File: config.mk
export PLATFORM = sky130hd
export DESIGN_NAME = multicycle_controller
export DESIGN_NICKNAME = d
export VERILOG_FILES = /design/src/rtl/mc_ctrl_pkg.sv /design/src/rtl/alu_decoder.sv /design/src/rtl/multicycle_controller.sv
export SDC_FILE = /design/constraint.sdc
export NUM_CORES = 1
export LEC_CHECK = 0
export CORE_ASPECT_RATIO = 0.9
export CORE_MARGIN = 2
export CORE_UTILIZATION = 38
export CTS_CLUSTER_SIZE = 30
export DETAILED_ROUTE_END_ITERATION = 10
export GPL_TIMING_DRIVEN = 0
export PLACE_DENSITY = 0.86
export SYNTH_ARGS = -nofsm -noshare
export SYNTH_HDL_FRONTEND = slang
export SYNTH_SLANG_ARGS = --single-unit
File: constraint.sdc
create_clock -name clk -period 2.8 [get_ports clk]
set_input_delay 0.7 -clock clk [delete_from_list [all_inputs] [get_ports clk]]
set_output_delay 0.7 -clock clk [all_outputs]
set_load 0.03 [all_outputs]
File: src/rtl/mc_ctrl_pkg.sv
// rtl/mc_ctrl_pkg.sv - shared types, encodings and decode helper for the multicycle controller
package mc_ctrl_pkg;

    typedef enum logic [3:0] {
        S_FETCH,
        S_DECODE,
        S_MEMADR,
        S_MEMREAD,
        S_MEMWB,
        S_MEMWRITE,
        S_EXECR,
        S_EXECI,
        S_ALUWB,
        S_BRANCH,
        S_JAL,
        S_JALR,
        S_JALRJ,
        S_LUI,
        S_TRAP
    } state_t;

    localparam logic [6:0] OP_LOAD   = 7'b0000011;
    localparam logic [6:0] OP_STORE  = 7'b0100011;
    localparam logic [6:0] OP_RTYPE  = 7'b0110011;
    localparam logic [6:0] OP_ITYPE  = 7'b0010011;
    localparam logic [6:0] OP_BRANCH = 7'b1100011;
    localparam logic [6:0] OP_JAL    = 7'b1101111;
    localparam logic [6:0] OP_JALR   = 7'b1100111;
    localparam logic [6:0] OP_LUI    = 7'b0110111;

    localparam logic [2:0] IMM_I = 3'b000;
    localparam logic [2:0] IMM_S = 3'b001;
    localparam logic [2:0] IMM_B = 3'b010;
    localparam logic [2:0] IMM_J = 3'b011;
    localparam logic [2:0] IMM_U = 3'b100;

    localparam logic [1:0] SRCA_PC    = 2'b00;
    localparam logic [1:0] SRCA_OLDPC = 2'b01;
    localparam logic [1:0] SRCA_RS1   = 2'b10;
    localparam logic [1:0] SRCA_ZERO  = 2'b11;

    localparam logic [1:0] SRCB_RS2  = 2'b00;
    localparam logic [1:0] SRCB_IMM  = 2'b01;
    localparam logic [1:0] SRCB_FOUR = 2'b10;

    localparam logic [1:0] RES_ALUOUT = 2'b00;
    localparam logic [1:0] RES_DATA   = 2'b01;
    localparam logic [1:0] RES_ALU    = 2'b10;

    localparam logic [1:0] ALUOP_ADD   = 2'b00;
    localparam logic [1:0] ALUOP_SUB   = 2'b01;
    localparam logic [1:0] ALUOP_FUNCT = 2'b10;

    localparam logic [3:0] ALU_ADD  = 4'd0;
    localparam logic [3:0] ALU_SUB  = 4'd1;
    localparam logic [3:0] ALU_AND  = 4'd2;
    localparam logic [3:0] ALU_OR   = 4'd3;
    localparam logic [3:0] ALU_XOR  = 4'd4;
    localparam logic [3:0] ALU_SLT  = 4'd5;
    localparam logic [3:0] ALU_SLTU = 4'd6;
    localparam logic [3:0] ALU_SLL  = 4'd7;
    localparam logic [3:0] ALU_SRL  = 4'd8;
    localparam logic [3:0] ALU_SRA  = 4'd9;

    // Successor of DECODE; only beq/bne are supported among branches.
    function automatic state_t decode_next(input logic [6:0] op, input logic [2:0] funct3);
        case (op)
            OP_LOAD, OP_STORE: return S_MEMADR;
            OP_RTYPE:          return S_EXECR;
            OP_ITYPE:          return S_EXECI;
            OP_BRANCH:         return (funct3[2:1] == 2'b00) ? S_BRANCH : S_TRAP;
            OP_JAL:            return S_JAL;
            OP_JALR:           return S_JALR;
            OP_LUI:            return S_LUI;
            default:           return S_TRAP;
        endcase
    endfunction

endpackage

File: src/rtl/alu_decoder.sv
// rtl/alu_decoder.sv - maps aluop/funct3/funct7 onto the ALU operation code
// Ports: i_aluop (00 add, 01 sub, 10 funct), i_funct3, i_funct7 in; o_alucontrol out.
// The caller must present funct7 as zero for I-type ops other than shifts.
module alu_decoder
    import mc_ctrl_pkg::*;
(
    input  logic [1:0] i_aluop,
    input  logic [2:0] i_funct3,
    input  logic [6:0] i_funct7,
    output logic [3:0] o_alucontrol
);

    logic w_unused_funct7;
    assign w_unused_funct7 = ^{i_funct7[6], i_funct7[4:0]};

    always_comb begin
        o_alucontrol = ALU_ADD;
        case (i_aluop)
            ALUOP_ADD: o_alucontrol = ALU_ADD;
            ALUOP_SUB: o_alucontrol = ALU_SUB;
            default: begin
                case (i_funct3)
                    3'b000:  o_alucontrol = i_funct7[5] ? ALU_SUB : ALU_ADD;
                    3'b001:  o_alucontrol = ALU_SLL;
                    3'b010:  o_alucontrol = ALU_SLT;
                    3'b011:  o_alucontrol = ALU_SLTU;
                    3'b100:  o_alucontrol = ALU_XOR;
                    3'b101:  o_alucontrol = i_funct7[5] ? ALU_SRA : ALU_SRL;
                    3'b110:  o_alucontrol = ALU_OR;
                    default: o_alucontrol = ALU_AND;
                endcase
            end
        endcase
    end

endmodule

File: src/rtl/multicycle_controller.sv
// rtl/multicycle_controller.sv - per-instruction sequencing FSM for the multicycle RV32I core
// Ports: clk, rst (sync, active high), instr, zero, mem_ready in;
//        pcwrite, adrsrc, irwrite, memread, memwrite, regwrite, alusrca, alusrcb,
//        immsrc, resultsrc, alucontrol, retire, illegal out.
// Optional MC_PERF_COUNTERS_EN adds cycle_count and instret_count outputs.
module multicycle_controller
    import mc_ctrl_pkg::*;
(
    input  logic        clk,
    input  logic        rst,
    input  logic [31:0] instr,
    input  logic        zero,
    input  logic        mem_ready,
    output logic        pcwrite,
    output logic        adrsrc,
    output logic        irwrite,
    output logic        memread,
    output logic        memwrite,
    output logic        regwrite,
    output logic [1:0]  alusrca,
    output logic [1:0]  alusrcb,
    output logic [2:0]  immsrc,
    output logic [1:0]  resultsrc,
    output logic [3:0]  alucontrol,
    output logic        retire,
    output logic        illegal
`ifdef MC_PERF_COUNTERS_EN
    ,
    output logic [31:0] cycle_count,
    output logic [31:0] instret_count
`endif
);

    state_t     r_state;
    logic [1:0] w_aluop;
    logic [6:0] w_funct7;
    logic [6:0] w_opcode;
    logic [2:0] w_funct3;
    logic       w_unused;

    assign w_opcode = instr[6:0];
    assign w_funct3 = instr[14:12];
    assign w_unused = ^{instr[24:15], instr[11:7]};

    // I-type immediates occupy the funct7 field; only shifts carry a real funct7,
    // so hide it otherwise to keep e.g. addi with imm[10]=1 from decoding as sub.
    assign w_funct7 = (instr[5] || (w_funct3 == 3'b101)) ? instr[31:25] : 7'b0;

    always_ff @(posedge clk) begin
        if (rst) begin
            r_state <= S_FETCH;
        end else begin
            case (r_state)
                S_FETCH:    if (mem_ready) r_state <= S_DECODE;
                S_DECODE:   r_state <= decode_next(w_opcode, w_funct3);
                S_MEMADR:   r_state <= instr[5] ? S_MEMWRITE : S_MEMREAD;
                S_MEMREAD:  if (mem_ready) r_state <= S_MEMWB;
                S_MEMWRITE: if (mem_ready) r_state <= S_FETCH;
                S_MEMWB, S_ALUWB, S_BRANCH: r_state <= S_FETCH;
                S_EXECR, S_EXECI, S_JAL, S_JALRJ, S_LUI: r_state <= S_ALUWB;
                S_JALR:     r_state <= S_JALRJ;
                default:    r_state <= S_TRAP;
            endcase
        end
    end

    always_comb begin
        pcwrite   = 1'b0;
        adrsrc    = 1'b0;
        irwrite   = 1'b0;
        memread   = 1'b0;
        memwrite  = 1'b0;
        regwrite  = 1'b0;
        alusrca   = SRCA_PC;
        alusrcb   = SRCB_RS2;
        immsrc    = IMM_I;
        resultsrc = RES_ALUOUT;
        retire    = 1'b0;
        illegal   = 1'b0;
        w_aluop   = ALUOP_ADD;
        // Reset overrides the state decode in the same cycle so a held
        // memory request or pending writeback never leaks out.
        if (!rst) begin
            case (r_state)
                S_FETCH: begin
                    memread = 1'b1;
                    if (mem_ready) begin
                        irwrite   = 1'b1;
                        pcwrite   = 1'b1;
                        alusrcb   = SRCB_FOUR;
                        resultsrc = RES_ALU;
                    end
                end
                S_DECODE: begin
                    alusrca = SRCA_OLDPC;
                    alusrcb = SRCB_IMM;
                    immsrc  = (w_opcode == OP_JAL) ? IMM_J : IMM_B;
                end
                S_MEMADR: begin
                    alusrca = SRCA_RS1;
                    alusrcb = SRCB_IMM;
                    immsrc  = instr[5] ? IMM_S : IMM_I;
                end
                S_MEMREAD: begin
                    adrsrc  = 1'b1;
                    memread = 1'b1;
                end
                S_MEMWB: begin
                    resultsrc = RES_DATA;
                    regwrite  = 1'b1;
                    retire    = 1'b1;
                end
                S_MEMWRITE: begin
                    adrsrc   = 1'b1;
                    memwrite = 1'b1;
                    retire   = mem_ready;
                end
                S_EXECR: begin
                    alusrca = SRCA_RS1;
                    w_aluop = ALUOP_FUNCT;
                end
                S_EXECI: begin
                    alusrca = SRCA_RS1;
                    alusrcb = SRCB_IMM;
                    w_aluop = ALUOP_FUNCT;
                end
                S_ALUWB: begin
                    regwrite = 1'b1;
                    retire   = 1'b1;
                end
                S_BRANCH: begin
                    alusrca = SRCA_RS1;
                    w_aluop = ALUOP_SUB;
                    retire  = 1'b1;
                    pcwrite = w_funct3[0] ? !zero : zero;
                end
                S_JAL: begin
                    alusrca = SRCA_OLDPC;
                    alusrcb = SRCB_FOUR;
                    pcwrite = 1'b1;
                end
                S_JALR: begin
                    alusrca = SRCA_RS1;
                    alusrcb = SRCB_IMM;
                end
                S_JALRJ: begin
                    pcwrite = 1'b1;
                    alusrca = SRCA_OLDPC;
                    alusrcb = SRCB_FOUR;
                end
                S_LUI: begin
                    alusrca = SRCA_ZERO;
                    alusrcb = SRCB_IMM;
                    immsrc  = IMM_U;
                end
                default: illegal = 1'b1;
            endcase
        end
    end

    alu_decoder u_alu_decoder (
        .i_aluop      (w_aluop),
        .i_funct3     (w_funct3),
        .i_funct7     (w_funct7),
        .o_alucontrol (alucontrol)
    );

`ifdef MC_PERF_COUNTERS_EN
    logic [31:0] r_cycle_count;
    logic [31:0] r_instret_count;

    always_ff @(posedge clk) begin
        if (rst) begin
            r_cycle_count   <= 32'd0;
            r_instret_count <= 32'd0;
        end else begin
            r_cycle_count <= r_cycle_count + 32'd1;
            if (retire) r_instret_count <= r_instret_count + 32'd1;
        end
    end

    assign cycle_count   = r_cycle_count;
    assign instret_count = r_instret_count;
`endif

endmodule

==> metrics.txt, run 1 <==
Core Area=approximately 2000 sq um; count leader, synth=nor2_1; Inserted Clock Buffers=3; Hold Fails Final Rpt=0; top flop regs=r_state x4; dpl hpwl=1880 microns; Worst-path clk slew=about 40 ps; Die Area=2540 sq um; drc violations=0; n_diodes=0; PwrDens=around 740 nW/um^2; layout cell share with drive strength beyond 1=0.215; DRT Pass-1 Iters=4; final slew viol count=0; GRT overflow=0; FF-to-FF End=r_state[3]; Yosys reg bits=4; crit path max fanout=4; largest net degree at the start of global routing=12; Tmin final=2760 ps; Max Cap Violations=0; max FFs per register=4; Top reg by flops=r_state; leakage power=between 0.5 and 0.6 nW; startpoint class of the critical path=input port; CP Capture Type=output port; Vert. Die Dim=around 48 microns; R2R cell count=4; ANT nets after route=0; r2r setup slk=1260 ps; Placed Instances=approximately 190; setup repair after global routing missed its margin=false; Max-slew headroom=0.594; vias in the first global route=roughly 930; WS Path Type=in -> out; Critical Path RT=2100 ps; top-area cell type share of the netlist area=0.0979; Area Overhead vs Synth=47.2%; Synth Net Count=164; Post-Route WL=2520 microns; gpl congestion=0.912; vias per cell=5.84; crit path capture=alucontrol[0]; # IOs=57; Synth area leaders=dfxtp_1 (9.8%), o21ai_0 (7.3%), nor2_1 (6.9%); CP startpoint=rst; final total power=0.889 mW; status=completed; mapped cell area=818 sq um; via count=1097; Nets=201; Max Root-Sink Buffers=2; post-synthesis sequential area ratio=0.0979; CTS sink cnt=4; die width=52.9 microns; setup violators final=0; number of port buffers=33; Hold Buf Count CTS=0; gr usage total=0.199; setup_tns=0 ps; Hold Crit Class=reg -> reg; Reg2Reg Launch Point=r_state[3]; Yosys warnings=0; post-synth top area cell=dfxtp_1; first-pass GRT wire length=between 3000 and 4000 microns; Slew @ Worst Pin=604 ps; Fmax=0.362 GHz; Post-synth top cells=nor2_1 (15), o21ai_0 (12), nor3_1 (10); clk_lat worst skew=~240 ps; number of flops mapped to enable cells by yosys=0; synthesized area per cell=6.39 sq um; Initial Util=0.415; Initial DRC Count=34; count of cell types in the netlist=38; FP Rows=15; number of H-tree levels=1; WP data arrival=a little over 2000 ps; clock skew=~6.2 ps; Non-Filler Instances=188; crit share post-route=0.985; worst vdd ir=0.338 mV; FFs w/ async S/R, synth=0; Mapped Cells=128; Top FF cell, synth=dfxtp_1; initial antenna violation count=0; Root Driver=clkbuf_4; Routed wire per std cell=13.4 microns; CTS tree=yes
## logic make-up after synthesis
group	share of synthesized area
compound gates	0.320
xor+xnor	0.0535
flops	0.0979
simple gates	0.417
buf+inv	0.0994
mux	0.0122
## worst max-delay path, cell delays in order
cell and delay (ps):
clkdlybuf4s50_1 420, or3_1 420, a21oi_1 140, o21ai_0 110
nand2_1 80, buf_2 190
## metrics by stage
step | instance area, sq um | hold WS (ps) | util | setup WS [ps]
2_1_floorplan | 818 | 632 | - | 134
3_3_place_gp | 1180 | 698 | 0.599 | -631
3_5_place_dp | 1180 | 698 | 0.599 | -642
4_1_cts | 1210 | 694 | 0.617 | 10.7
5_1_grt | 1200 | 722 | 0.611 | 3.46
6_report | 1200 | 693 | 0.611 | 41.3
## what timing repair did
item | 4_1_cts | 5_1_grt
setup endpoints to repair | 21 | 6
gates resized for setup | 67 | 9
buffers inserted | 0 | 0
## layout make-up
cell class	instances	area, sq um
Multi-Input combinational cell	108	676
Fill cell	200	766
Tap cell	25	31.3
Clock buffer	3	22.5
Timing Repair Buffer	33	310
Sequential cell	4	80.1
Inverter	3	11.3
Buffer	12	73.8
## layer usage
| layer | share of wire | up-vias | track usage |
|---|---|---|---|
| met1 | 0.45 | 501 | 0.256 |
| met4 | 0.0099 | 0 | 0.0410 |
| met2 | 0.47 | 52 | 0.368 |
| met5 | 0 | - | 0 |
| met3 | 0.073 | 4 | 0.0188 |
| li1 | - | 540 | - |
## power by group
part	total [mW]	switching, mW	internal, mW
sequential	0.0934	0.0146	0.0788
combinational	0.724	0.448	0.276
clock	0.0719	0.0240	0.0479
total	0.889	0.486	0.403
## cells in the final DEF (no fill, tap or decap), types with 3 or more instances in the layout
cell type	n
nand2_1	9
nand2b_1	3
buf_2	9
buf_4	4
nor2b_1	3
dlygate4sd2_1	9
nor4_1	5
nand3_1	4
xor2_1	3
and3_1	3
a31oi_1	4
nor3_1	9
o21ai_0	12
clkdlybuf4s15_2	7
a21oi_1	6
clkdlybuf4s50_1	8
dfxtp_1	4
nor2_1	15
inv_1	3
clkbuf_4	4
o21bai_1	3
## worst min-delay path by stage
stage / startpoint / end / slack [ps] / cells past startpoint
floorplan: r_state[1] / r_state[3] / 630 / 3
global placement: r_state[1] / r_state[3] / 700 / 3
detailed placement: r_state[1] / r_state[3] / 700 / 3
CTS: r_state[2] / r_state[3] / 690 / 3
global route: r_state[1] / r_state[3] / 720 / 3
finish: r_state[1] / r_state[3] / 690 / 3
(Power assumes the default switching activity.)
==> inputs of run 2 (changes only) <==
clock period = 3.4 ns   (was 2.8 ns; I/O delays follow)
==> metrics.txt, run 2 (same netlist as run 1, synthesis figures left out) <==
status=completed; r2r setup slk=1890 ps (+630 ps); register area=80.1 sq um (unchanged); most frequent cells in the layout=nor2_1 (15), clkdlybuf4s50_1 (14), o21ai_0 (12), dlygate4sd2_1 (11); GRT busiest layer=met2; Hold Path Origin=r_state[1]; Flop pwr share=0.104 (about the same); Switching Fraction=0.539 (-0.00758); Vert. Die Dim=48.0 microns (unchanged); Slew @ Worst Pin=594 ps (-10.0 ps); CP max-delay cell=clkdlybuf4s50_1; Nets=201 (unchanged); FF-to-FF End=r_state[3]; first-pass GRT wire length=3840 microns (+0.73%); initial antenna violation count=0 (unchanged); Placed Area=1180 sq um (unchanged); # Post-CTS Setup Buffers=0 (unchanged); Die Area=2540 sq um (unchanged); Max Root-Sink Buffers=2 (unchanged); Core Area=1970 sq um (unchanged); WP data arrival=2500 ps (+440 ps); final total power=0.736 mW (-17%); Inserted Clock Buffers=3 (unchanged); ANT nets after route=0 (unchanged); Top reg by flops=r_state; Post-Route WL=2450 microns (-2.8%); most common cell after layout, fill and taps aside=nor2_1; DRT Pass-1 Iters=4 (unchanged); dpl hpwl=1880 microns (unchanged); CTS sink cnt=4 (unchanged); setup_tns=0 ps (unchanged); Hold Crit Class=reg -> reg; FP Rows=15 (unchanged); Max Cap Violations=0 (unchanged); vias in the first global route=932 (-0.11%); n_diodes=0 (unchanged); worst vdd ir=0.305 mV (-9.9%); Multi-input gate area=662 sq um (-2.0%); met1 usage=0.262 (+0.00552); Hold Path Depth=3 (unchanged); Fmax=around 0.30 GHz; Worst-path clk slew=40 ps (about the same); number of port buffers=33 (unchanged); GR Layer Usage met2=0.368 (unchanged); Routed wire per std cell=13.0 microns (-2.8%); largest net degree at the start of global routing=12 (unchanged); gr usage total=0.200 (+0.000664); Initial Util=0.415 (unchanged); Root Driver=clkbuf_4; CP Capture Type=output port; Reg2Reg Launch Point=r_state[3]; Area Overhead vs Synth=47.2% (unchanged); leakage power=0.603 nW (+17%); Final WS setup=50.4 ps (+9.10 ps); via count=1081 (-1.5%); # IOs=57 (unchanged); most frequent CP cell=clkdlybuf4s50_1; Clock Power Share=0.081 (about the same); number of H-tree levels=1 (unchanged); worst path cell trace=clkdlybuf4s50_1 -> or3_1 -> nor2_1 -> clkdlybuf4s50_1; Design Area, Final=1200 sq um (unchanged); setup violators final=0 (unchanged); met3 Use GR=0.0188 (unchanged); gpl congestion=0.912 (unchanged); max FFs per register=4 (unchanged); clock skew=6.49 ps (+0.282 ps); R2R cell count=4 (unchanged); final slew viol count=0 (unchanged); WS Path Type=in -> out; crit share post-route=0.985; Internal Power=0.339 mW (-16%); PwrDens=610 nW/um^2 (-17%); setup repair after global routing missed its margin=false; Initial DRC Count=32 (-5.9%); vias per cell=5.75 (-1.5%); Hold Fails Final Rpt=0 (unchanged); die width=52.9 microns (unchanged); Crit path largest cell delay=680 ps (+260 ps); NetSw=0.397 mW (-18%); fillcell total=203 (+1.5%); drc violations=0 (unchanged); combinational group share of total power=0.815 (about the same); CTS tree=yes; Tmin final=3350 ps; dpl ws=-342 ps (+300 ps); startpoint class of the critical path=input port; hold worst-path end=r_state[3]; Max-slew headroom=0.601 (+0.00674); GRT overflow=0 (unchanged); layout cell share with drive strength beyond 1=0.135 (-0.0798); clk_lat worst skew=240 ps (about the same); top flop regs=r_state x4; crit path max fanout=4 (unchanged); Critical Path RT=2550 ps (+450 ps)
-- run 2: changes by cell type in the layout (fill, tap and decap cells not counted), sizes merged --
| cell | delta |
|---|---|
| dlymetal6s2s | +5 |
| clkdlybuf4s50 | +6 |
| clkbuf | +1 |
| dlygate4sd2 | +2 |
| clkdlybuf4s15 | -9 |
| buf | -5 |
-- run 2: final cells by class --
| class | instances | area share |
|---|---|---|
| multi-input cells | 108 | 0.549 |
| plain buffers | 12 | 0.0571 |
| well taps | 25 | 0.0260 |
| inverters | 3 | 0.00935 |
| repair buffers | 33 | 0.273 |
| clock buffers | 3 | 0.0187 |
| flip-flops and latches | 4 | 0.0665 |
-- run 2: per-stage QoR --
stage	instances	hold WS (ps)	util
2_1_floorplan	128	632	-
3_3_place_gp	186	698	0.599
3_5_place_dp	186	698	0.599
4_1_cts	188	701	0.602
5_1_grt	188	729	0.611
6_report	188	701	0.611
-- run 2: routing by layer --
| metal | up-vias | wire length, microns |
|---|---|---|
| met1 | 492 | 1110 |
| met5 | - | 0 |
| met4 | 0 | 14 |
| met2 | 49 | 1140 |
| li1 | 538 | - |
| met3 | 2 | 176 |
-- run 2: timing repair --
item,in CTS,in global routing
gates resized for setup,14,10
setup endpoints to repair,17,8
hold buffers,0,0
gates cloned,0,0
pin swaps,0,0
-- run 2: how the worst max path moves through the flow --
stage	start	end	slack, ps	cells past startpoint
6_report	rst	alucontrol[2]	50	4
5_1_grt	rst	alucontrol[2]	2	4
4_1_cts	instr[6]	immsrc[0]	20	6
3_3_place_gp	mem_ready	pcwrite	-330	6
2_1_floorplan	mem_ready	pcwrite	430	4
3_5_place_dp	mem_ready	pcwrite	-340	6
-- run 2: power groups by stage --
stage | Clock, mW | Combinational (mW) | Sequential (mW)
detailed placement | 0 | 0.610 | 0.0772
CTS | 0.0612 | 0.596 | 0.0765
finish | 0.0594 | 0.599 | 0.0768
global route | 0.0661 | 0.652 | 0.0792
global placement | 0 | 0.607 | 0.0765
floorplan | 0 | 0.439 | 0.0734
-- run 2: worst max-delay path: cells and delay by family --
kind	cells	cell delay, ps
buf+inv	2	1100
simple gates	2	560
==> inputs of run 3 (changes only) <==
GPL_ROUTABILITY_DRIVEN = 1   (was unset)
==> results of run 3 <==
The final DEF is identical to that of run 2; final timing and power are the same.
